**config.mk**
```make
export PLATFORM = sky130hd
export DESIGN_NAME = obi_wb_bridge
export DESIGN_NICKNAME = d
export VERILOG_FILES = /design/src/rtl/obi_wb_bridge.sv
export SDC_FILE = /design/constraint.sdc
export NUM_CORES = 1
export LEC_CHECK = 0
export CAP_MARGIN = 5
export CORE_ASPECT_RATIO = 0.7
export CORE_MARGIN = 3
export CORE_UTILIZATION = 25
export DETAILED_ROUTE_END_ITERATION = 16
export PLACE_DENSITY = 0.51
export SYNTH_ARGS = -nofsm -noshare
export SYNTH_HDL_FRONTEND = slang
export SYNTH_SLANG_ARGS = --single-unit
```
**constraint.sdc**
```tcl
create_clock -name clk -period 3.55 [get_ports clk]
set_clock_uncertainty 0.15 [all_clocks]
set_input_delay 1.065 -clock clk [delete_from_list [all_inputs] [get_ports clk]]
set_output_delay 1.065 -clock clk [all_outputs]
set_load 0.01 [all_outputs]
```
**src/rtl/obi_wb_bridge.sv**
```systemverilog
// obi_wb_bridge: round-robin arbiter joining two OBI ports onto one Wishbone classic master with a bus timeout
module obi_wb_bridge #(
    parameter int ADDR_WIDTH = 32,
    parameter int DATA_WIDTH = 32,
    parameter int TIMEOUT_CYCLES = 1024,
    parameter logic [DATA_WIDTH-1:0] ERR_DATA = 32'hDEAD_BEEF
) (
    input  logic                  clk,
    input  logic                  rst,
    input  logic                  instr_req_i,
    output logic                  instr_gnt_o,
    output logic                  instr_rvalid_o,
    input  logic [ADDR_WIDTH-1:0] instr_addr_i,
    output logic [DATA_WIDTH-1:0] instr_rdata_o,
    output logic                  instr_err_o,
    input  logic                  data_req_i,
    output logic                  data_gnt_o,
    output logic                  data_rvalid_o,
    input  logic                  data_we_i,
    input  logic [3:0]            data_be_i,
    input  logic [ADDR_WIDTH-1:0] data_addr_i,
    input  logic [DATA_WIDTH-1:0] data_wdata_i,
    output logic [DATA_WIDTH-1:0] data_rdata_o,
    output logic                  data_err_o,
    output logic                  wb_cyc_o,
    output logic                  wb_stb_o,
    output logic                  wb_we_o,
    output logic [3:0]            wb_sel_o,
    output logic [ADDR_WIDTH-1:0] wb_addr_o,
    output logic [DATA_WIDTH-1:0] wb_data_o,
    input  logic [DATA_WIDTH-1:0] wb_data_i,
    input  logic                  wb_ack_i
);
    typedef enum logic {IDLE, WB_BUSY} state_t;
    localparam logic [31:0] TO_LAST = 32'(TIMEOUT_CYCLES - 1);
    state_t state;
    logic rr_last;
    logic [31:0] cnt;
    logic idle, pick_data, timeout;
    logic [DATA_WIDTH-1:0] resp;
    assign idle = state == IDLE && !rst;
    assign pick_data = data_req_i && (!instr_req_i || !rr_last);
    assign data_gnt_o = idle && pick_data;
    assign instr_gnt_o = idle && instr_req_i && !pick_data;
    assign timeout = TIMEOUT_CYCLES != 0 && cnt == TO_LAST;
    assign resp = wb_we_o ? '0 : (wb_ack_i ? wb_data_i : ERR_DATA);
    assign wb_cyc_o = state == WB_BUSY;
    assign wb_stb_o = state == WB_BUSY;
    // grant and latch a request, then hold the bus until ack or timeout; rr_last doubles as the owner
    always_ff @(posedge clk) begin
        if (rst) begin
            state <= IDLE;
            rr_last <= 1'b0;
            cnt <= '0;
            wb_we_o <= 1'b0;
            wb_sel_o <= '0;
            wb_addr_o <= '0;
            wb_data_o <= '0;
            instr_rvalid_o <= 1'b0;
            instr_rdata_o <= '0;
            instr_err_o <= 1'b0;
            data_rvalid_o <= 1'b0;
            data_rdata_o <= '0;
            data_err_o <= 1'b0;
        end else begin
            instr_rvalid_o <= 1'b0;
            data_rvalid_o <= 1'b0;
            if (state == IDLE) begin
                if (instr_gnt_o || data_gnt_o) begin
                    state <= WB_BUSY;
                    rr_last <= data_gnt_o;
                    cnt <= '0;
                    wb_addr_o <= data_gnt_o ? data_addr_i : instr_addr_i;
                    wb_we_o <= data_gnt_o && data_we_i;
                    wb_sel_o <= data_gnt_o ? data_be_i : 4'hF;
                    wb_data_o <= data_gnt_o ? data_wdata_i : '0;
                end
            end else if (wb_ack_i || timeout) begin
                state <= IDLE;
                cnt <= '0;
                if (rr_last) begin
                    data_rvalid_o <= 1'b1;
                    data_rdata_o <= resp;
                    data_err_o <= !wb_ack_i;
                end else begin
                    instr_rvalid_o <= 1'b1;
                    instr_rdata_o <= resp;
                    instr_err_o <= !wb_ack_i;
                end
            end else begin
                cnt <= cnt + 32'd1;
            end
        end
    end
endmodule
```
==> run metrics, run 1 <==
status=complete, no violations; chip width=209 µm; GR Overflow Total=0; largest net degree at the start of global routing=96; CTS max path bufs=2; num rows=51; Final Hold Fails=0; H-Tree Depth=4; DRT antenna net count=0; Antenna diodes=0; Slew HR=30.8%; CP Launch Type=input port; Internal Pwr Total=3410 µW; WP data required=2.33 ns; crit path capture type=primary output; Final Core Density=39.1%; Post-synth EDFFs=0; main flop type after synthesis=dfxtp_1; Synth warnings=0; Residual DRC=0; Pre-antenna DRT Iters=4; Psw=1170 µW; Setup TNS=0 ns; initial antenna violation count=1; Synth Register Bits=171; Worst-Skew Late Latency=0.44 ns; Vias per Instance=4.82; combinational share of power=15.3%; Worst-path clk slew=0.06 ns; worst endpoint data arrival time=2.16 ns; commonest cells in the synthesized netlist=dfxtp_1 (171), nor2_1 (155), a21oi_1 (91); clock sink count=171; P&R area growth vs syn=52.2%; post-synthesis instance area=0.00721 mm²; register share of total power=44.5%; Sw Share=25.5%; Slew Viols, Final=0; Leak=0.00393 µW; Post-Syn Instances=894; unrepaired setup endpoints after global routing=false; PnR Total Power=4580 µW; kind of critical path=input port to primary output; final non-filler cell total=1525; drt total wl=27200 µm; Hold Path Class=register to register; dominant cells by area after synthesis=dfxtp_1 (48%), nor2_1 (8.1%), a21oi_1 (6.3%); vias in the first global route=7043; Starting Density=25.7%; # resized after CTS=2; DP HPWL=18500 µm; DRT iter0 DRCs=470; die area=0.0309 mm²; most frequent cell after synthesis=dfxtp_1; area leader, netlist=dfxtp_1; Least-Margin Pin Slew=1.04 ns; Period minus WS final=3.37 ns; Max IR drop VDD=0.348 mV; # IOs=279; CTS buffer count=17; sequential area share after synthesis=47.5%; drt wl/cell=17.8 µm; Synth top area share=47.5%; CTS Root Cell=clkbuf_16; fin worst setup slack=0.180 ns; post-CTS setup buffer count=0; Final Net Count=1280; Pwr Density=417 mW/mm²; endpoints failing setup=0; Peak Freq=297 MHz; worst-path fanout max=2; fraction of registers with async set/reset=0%; DP Worst Slack=-0.0385 ns; Clk pwr share=40.3%; Avg Cell Area, Syn=8.06 µm²; Vias=7346; Syn Nets=1033; Distinct cells, synth=50; hold_buf cts=0; # fillers=2934; CTS tree=done; first-pass GRT wire length=41700 µm; Max-Cap Viols=0; die height=148 µm; Core Region=0.0281 mm²; I/O Buffers=278; GPL Wtd Cong=0.781; GRT Overall Usage=17.1%; share of cells above drive strength 1=5.98%; dpl cells=1493; Tcrit/Tclk final=94.9%
[registers in the layout, indices dropped and copies added (netlist names)]
signal and count:
data_err_o 1, data_rvalid_o 1, instr_rdata_o 32, wb_addr_o 32, cnt 32, wb_sel_o 4, wb_we_o 1, instr_rvalid_o 1
data_rdata_o 32, instr_err_o 1, rr_last 1, wb_data_o 32, wb_cyc_o 1
[path summary, 6_finish.rpt]
kind	start	endpoint	slack (ns)	cells past startpoint
setup reg to reg	cnt[0]$_SDFFE_PP0P_	instr_rdata_o[22]$_SDFFE_PP0P_	0.79	6
setup / recovery	instr_req_i	data_gnt_o	0.18	5
hold / removal	instr_rdata_o[16]$_SDFFE_PP0P_	instr_rdata_o[16]$_SDFFE_PP0P_	0.32	2
hold reg to reg	instr_rdata_o[16]$_SDFFE_PP0P_	instr_rdata_o[16]$_SDFFE_PP0P_	0.32	2
[layout make-up]
cell class,instances,area (µm²),area share [%]
clock buffers,25,505,4.61
clock inverters,7,62.6,0.570
inverters,32,120,1.10
multi-input cells,617,3400,31.0
flip-flops and latches,171,3420,31.2
well taps,371,464,4.23
repair buffers,302,3000,27.3
[power by group through the flow]
stage               registers (µW)  clock network [µW]  logic (µW)
global placement              2080                   0         705
global route                  2050                1960         757
CTS                           2040                1880         706
floorplan                     2110                   0         253
detailed placement            2080                   0         704
finish                        2040                1840         699
[routing by layer]
metal	track usage (%)	share of wire [%]
met5	0	0.048
met4	3.71	0.90
met3	6.56	8.7
met2	24.8	42
met1	24.1	49
[cells by family (layout without fill, tap and decap cells)]
| logic type | count (synthesis) | count (layout) | synth area share [%] |
|---|---|---|---|
| AOI/OAI and AO/OA | 228 | 228 | 18.4 |
| adders and majority gates | 1 | 1 | 0.174 |
| xor gates and xnor gates | 5 | 5 | 0.608 |
| muxes | 18 | 18 | 2.50 |
| buffers and inverters | 106 | 366 | 6.11 |
| and+or+nand+nor | 365 | 365 | 24.8 |
| DFF | 171 | 171 | 47.5 |
[through the flow]
| stage | area (µm²) | hold slack, ns |
|---|---|---|
| 2_1_floorplan | 7210 | 0.302 |
| 3_3_place_gp | 10400 | 0.306 |
| 3_5_place_dp | 10400 | 0.312 |
| 4_1_cts | 11000 | 0.327 |
| 5_1_grt | 11000 | 0.339 |
| 6_report | 11000 | 0.323 |
[worst max-delay path: stages]
cell	delay, ns
clkdlybuf4s50_1	0.48
nand2_1	0.05
nand3_1	0.14
clkinv_1	0.10
dlygate4sd2_1	0.32
[cells in the final DEF (no fill, tap or decap), types with 3 or more instances in the layout]
cell type and n:
clkdlybuf4s50_1 275, dfxtp_1 171, nor2_1 155, a21oi_1 91
nand3_1 64, o21ai_0 60, nor4_1 40, a22oi_1 34
inv_1 31, nand2_1 28, nand2b_1 23, buf_4 22
a31oi_1 19, mux2i_1 18, clkbuf_16 17, nor3_1 13
nand4_1 12, a22o_1 8, and3_1 5, clkinv_2 5
clkbuf_8 5, o21ai_1 4, and4_1 3, and2_1 3
or4_1 3, a21o_1 3, xnor2_1 3, clkbuf_1 3
buf_12 3
Power figures use the tool's default switching activity.
==> inputs of run 2 (changes only) <==
- GPL_TIMING_DRIVEN: unset -> 0
- PLACE_DENSITY: 0.51 -> unset
- PLACE_DENSITY_LB_ADDON: unset -> 0.15
- clock period: 3.55 -> 3.7 ns (I/O delays scaled with it)
==> run metrics, run 2 (synthesis gave the netlist of run 1 again) <==
status=complete, no violations; chip width=209 µm; DP HPWL=21500 µm; GPL Wtd Cong=0.839; Max-Cap Viols=0; hold-critical path endpoint=data_rdata_o[24]$_SDFFE_PP0P_; die height=148 µm; CP max-delay cell=clkdlybuf4s50_1; share of cells above drive strength 1=5.80%; worst-path fanout max=14; CTS Root Cell=clkbuf_16; I/O Buffers=276; RR Startpoint=cnt[0]$_SDFFE_PP0P_; slack of the worst reg-to-reg path=1.11 ns; drt wl/cell=18.2 µm; DRT antenna net count=0; Leak=0.00400 µW; largest net degree at the start of global routing=17; Final Hold Fails=0; num rows=51; CTS buffer count=17; Least-Margin Pin Slew=1.16 ns; DP Worst Slack=-0.620 ns; # IOs=279; DRT iter0 DRCs=436; Core Region=0.0281 mm²; Vias per Instance=4.90; worst endpoint data arrival time=2.34 ns; # fillers=2916; CP bufs+invs=3; GRT Overall Usage=17.8%; Hold Crit Start=data_rdata_o[24]$_SDFFE_PP0P_; Worst-Skew Late Latency=0.43 ns; fin worst setup slack=0.102 ns; commonest non-fill, non-tap cell in the layout=clkdlybuf4s50_1; Met1 Routed Length=13500 µm; WP data required=2.44 ns; Max IR drop VDD=0.310 mV; Residual DRC=0; CTS tree=done; vias in the first global route=7413; Hold Path Class=register to register; met3 WL=2610 µm; GR Overflow Total=0; drt total wl=28600 µm; CTS max path bufs=2; Antenna diodes=0; final instance area=0.0111 mm²; first-pass GRT wire length=43400 µm; highest-count cells in the layout ignoring fill and taps=clkdlybuf4s50_1 (273), dfxtp_1 (171), nor2_1 (154); Slew HR=22.1%; Pwr Density=397 mW/mm²; CP top delay family=buffers and inverters; crit path capture type=primary output; Critical Path, Cell by Cell=clkdlybuf4s15_1, nand2_1, nand3_1, clkinv_4, clkdlybuf4s50_1; Tcrit/Tclk final=97.2%; Setup TNS=0 ns; unrepaired setup endpoints after global routing=false; die area=0.0309 mm²; Final Net Count=1335; H-Tree Depth=4; Starting Density=25.7%; final non-filler cell total=1578; worst hold path cell count=2; Vias=7731; metal2 WL=12000 µm; Worst-path clk slew=0.07 ns; placed cell area=0.0104 mm²; Max Used Layer=met5; Slew Viols, Final=0; Crit path depth=5; endpoints failing setup=0; P&R area growth vs syn=54.0%; initial antenna violation count=2; max incr delay on CP=0.55 ns; FF-to-FF End=cnt[12]$_SDFFE_PP0P_; Period minus WS final=3.60 ns; Pre-antenna DRT Iters=5; clock sink count=171; dpl cells=1541; CP Launch Type=input port; Peak Freq=278 MHz; path depth of the worst reg2reg path=6; kind of critical path=input port to primary output
run 2: changes by cell type in the layout (fill, tap and decap cells not counted), sizes merged:
cell / delta
clkbuf: +56
buf: -2
clkdlybuf4s50: -2
clkdlybuf4s15: +1
clkinv: -1
clkinvlp: +1
dlygate4sd2: -1
dlymetal6s2s: +1
run 2: report_power, final:
part           internal, µW  switching [µW]  total [µW]
registers              1910            42.6        1960
clock network          1010             763        1770
logic                   352             330         682
total                  3270            1140        4410
run 2: area by class of cell:
class                   count  area (µm²)  area share (%)
flip-flops and latches    171        3420            30.8
clock buffers              23         498            4.49
repair buffers            284        2820            25.4
plain buffers              73         339            3.05
multi-input cells         617        3360            30.3
clock inverters             7        65.1           0.586
inverters                  32         125            1.13
well taps                 371         464            4.18
run 2: worst min-delay path, stage by stage, from the launching register on:
cell and delay (ns):
dfxtp_1 0.31, nand2b_1 0.06, mux2i_1 0.06
run 2: worst max-delay path by stage:
stage | start | to
after floorplan | rst | instr_gnt_o
after global placement | data_req_i | instr_gnt_o
after detailed placement | data_req_i | instr_gnt_o
after CTS | data_req_i | instr_gnt_o
after global routing | instr_req_i | data_gnt_o
final | instr_req_i | data_gnt_o
run 2: what timing repair did:
action | 4_1_cts | 5_1_grt
buffers inserted | 0 | 7
hold buffers | 0 | 0
setup endpoints to repair | 2 | 2
pin swaps | 1 | 0
resized for setup | 12 | 3
run 2: metrics by stage:
step	utilization, %	hold WS [ns]	total power, µW
after floorplan	-	0.302	2270
after global placement	37.2	0.309	2670
after detailed placement	37.2	0.313	2670
after CTS	39.3	0.326	4450
after global routing	39.5	0.355	4580
final	39.5	0.326	4410
run 2: layer usage:
layer	vias to the layer above	track usage, %
met1	3645	24.9
met2	283	25.8
met3	32	6.60
li1	3767	-
met4	4	5.22
met5	-	0
==> inputs of run 3 (changes only) <==
- GPL_TIMING_DRIVEN: 0 -> unset
==> run metrics, run 3 (synthesis gave the netlist of run 1 again) <==
Period minus WS final=3.63 ns; fin worst setup slack=0.0679 ns; vias in the first global route=7130; I/O Buffers=278; clock sink count=171; CTS max path bufs=2; Pre-antenna DRT Iters=5; CTS Root Cell=clkbuf_16; Peak Freq=275 MHz; Slew Viols, Final=0; Final Net Count=1277; CP Launch Point=data_req_i; register share of total power=43.2%; GRT Overall Usage=17.1%; Pwr Density=411 mW/mm²; Internal Pwr Total=3410 µW; combinational share of power=14.8%; largest net degree at the start of global routing=151; CTS buffer count=17; Leak=0.00394 µW; worst endpoint data arrival time=2.37 ns; highest-count cells in the layout ignoring fill and taps=clkdlybuf4s50_1 (275), dfxtp_1 (171), nor2_1 (155); Max IR drop VDD=0.267 mV; DRT iter0 DRCs=329; CP max-delay cell=clkdlybuf4s50_1; share of cells above drive strength 1=5.82%; path depth of the worst reg2reg path=7; CP bufs+invs=3; GR Overflow Total=0; H-Tree Depth=4; RR Startpoint=cnt[0]$_SDFFE_PP0P_; Sw Share=24.6%; unrepaired setup endpoints after global routing=false; DP HPWL=18700 µm; die height=148 µm; worst hold path cell count=2; Critical Path, Cell by Cell=clkdlybuf4s50_1, nand2b_1, nand3_2, inv_1, clkdlybuf4s50_1; worst setup path endpoint=instr_gnt_o; CP Launch Type=input port; kind of critical path=input port to primary output; CTS tree=done; Tcrit/Tclk final=98.2%; Slew HR=28.8%; Clk pwr share=42.0%; drt wl/cell=18.0 µm; Top cell by count, worst path=clkdlybuf4s50_1; commonest non-fill, non-tap cell in the layout=clkdlybuf4s50_1; initial antenna violation count=1; Worst-Skew Late Latency=0.43 ns; chip width=209 µm; endpoints failing setup=0; Hold Path Class=register to register; Psw=1110 µW; DP Worst Slack=-0.0187 ns; first-pass GRT wire length=41700 µm; Worst-path clk slew=0.07 ns; Vias=7382; Final Hold Fails=0; P&R area growth vs syn=52.6%; Crit path depth=5; worst-path fanout max=3; drt total wl=27400 µm; GPL Wtd Cong=0.817; Starting Density=25.7%; max incr delay on CP=0.52 ns; num rows=51; WP data required=2.44 ns; status=complete, no violations; DRT antenna net count=0; slack of the worst reg-to-reg path=0.94 ns; Least-Margin Pin Slew=1.07 ns; CP top delay family=buffers and inverters; Vias per Instance=4.84; FF-to-FF End=data_err_o$_SDFFE_PP0P_; Fin Hold WS=0.323 ns; Core Region=0.0281 mm²; die area=0.0309 mm²; Max-Cap Viols=0; crit path capture type=primary output; Residual DRC=0; # IOs=279
run 3: changes by cell type in the layout (fill, tap and decap cells not counted), moves of 3 or more:
| cell | previous run | this run |
|---|---|---|
| clkbuf_1 | 54 | 3 |
| buf_2 | 8 | 0 |
| buf_4 | 13 | 20 |
| clkbuf_2 | 3 | 0 |
run 3: power by group through the flow:
stage | logic (µW) | registers, µW | clock network [µW]
2_1_floorplan | 243 | 2020 | 0
3_3_place_gp | 676 | 1990 | 0
3_5_place_dp | 674 | 1990 | 0
4_1_cts | 677 | 1950 | 1960
5_1_grt | 723 | 1960 | 2020
6_report | 668 | 1960 | 1900
run 3: worst reg2reg max path, stage by stage (launching register included):
cell and delay (ns):
dfxtp_1 0.42, ha_1 0.24, nand3_2 0.16, nor4_2 0.69, a31o_2 0.41, buf_4 0.29, a21oi_1 0.10, a311oi_1 0.22
run 3: final cells by class:
| class | count | area (µm²) |
|---|---|---|
| clock buffer | 25 | 505 |
| fill | 2889 | 17100 |
| clock inverter | 7 | 110 |
| inverter | 32 | 120 |
| multi-input combinational | 617 | 3400 |
| sequential | 171 | 3420 |
| antenna | 2 | 5.00 |
| timing repair buffer | 299 | 2960 |
| tap | 371 | 464 |
run 3: repair_timing:
action | 4_1_cts | 5_1_grt
buffers inserted | 0 | 0
gates resized for setup | 2 | 1
hold buffers | 0 | 0
endpoints found under the setup margin | 2 | 1
run 3: worst min path at each step:
| stage | start | end | slack, ns |
|---|---|---|---|
| after floorplan | cnt[22]$_SDFFE_PP0P_ | cnt[22]$_SDFFE_PP0P_ | 0.30 |
| after global placement | data_rdata_o[24]$_SDFFE_PP0P_ | data_rdata_o[24]$_SDFFE_PP0P_ | 0.31 |
| after detailed placement | data_rdata_o[20]$_SDFFE_PP0P_ | data_rdata_o[20]$_SDFFE_PP0P_ | 0.32 |
| after CTS | instr_rdata_o[30]$_SDFFE_PP0P_ | instr_rdata_o[30]$_SDFFE_PP0P_ | 0.33 |
| after global routing | data_rdata_o[20]$_SDFFE_PP0P_ | data_rdata_o[20]$_SDFFE_PP0P_ | 0.34 |
| final | data_rdata_o[30]$_SDFFE_PP0P_ | data_rdata_o[30]$_SDFFE_PP0P_ | 0.32 |
run 3: stage by stage:
stage | area, µm² | utilization, % | std cells | power, µW | TNS (ns)
after floorplan | 7210 | - | 894 | 2270 | 0
after global placement | 10400 | 36.9 | 1490 | 2670 | -0.0456
after detailed placement | 10400 | 36.9 | 1490 | 2670 | -0.0289
after CTS | 11000 | 39.1 | 1522 | 4590 | 0
after global routing | 11000 | 39.1 | 1523 | 4710 | 0
final | 11000 | 39.2 | 1524 | 4520 | 0
run 3: metal layers:
metal,vias up,track usage [%],routed length [µm]
li1,3637,-,-
met1,3469,24.4,13200
met2,240,23.5,11500
met3,36,6.66,2210
met4,0,5.55,546
met5,-,0,0
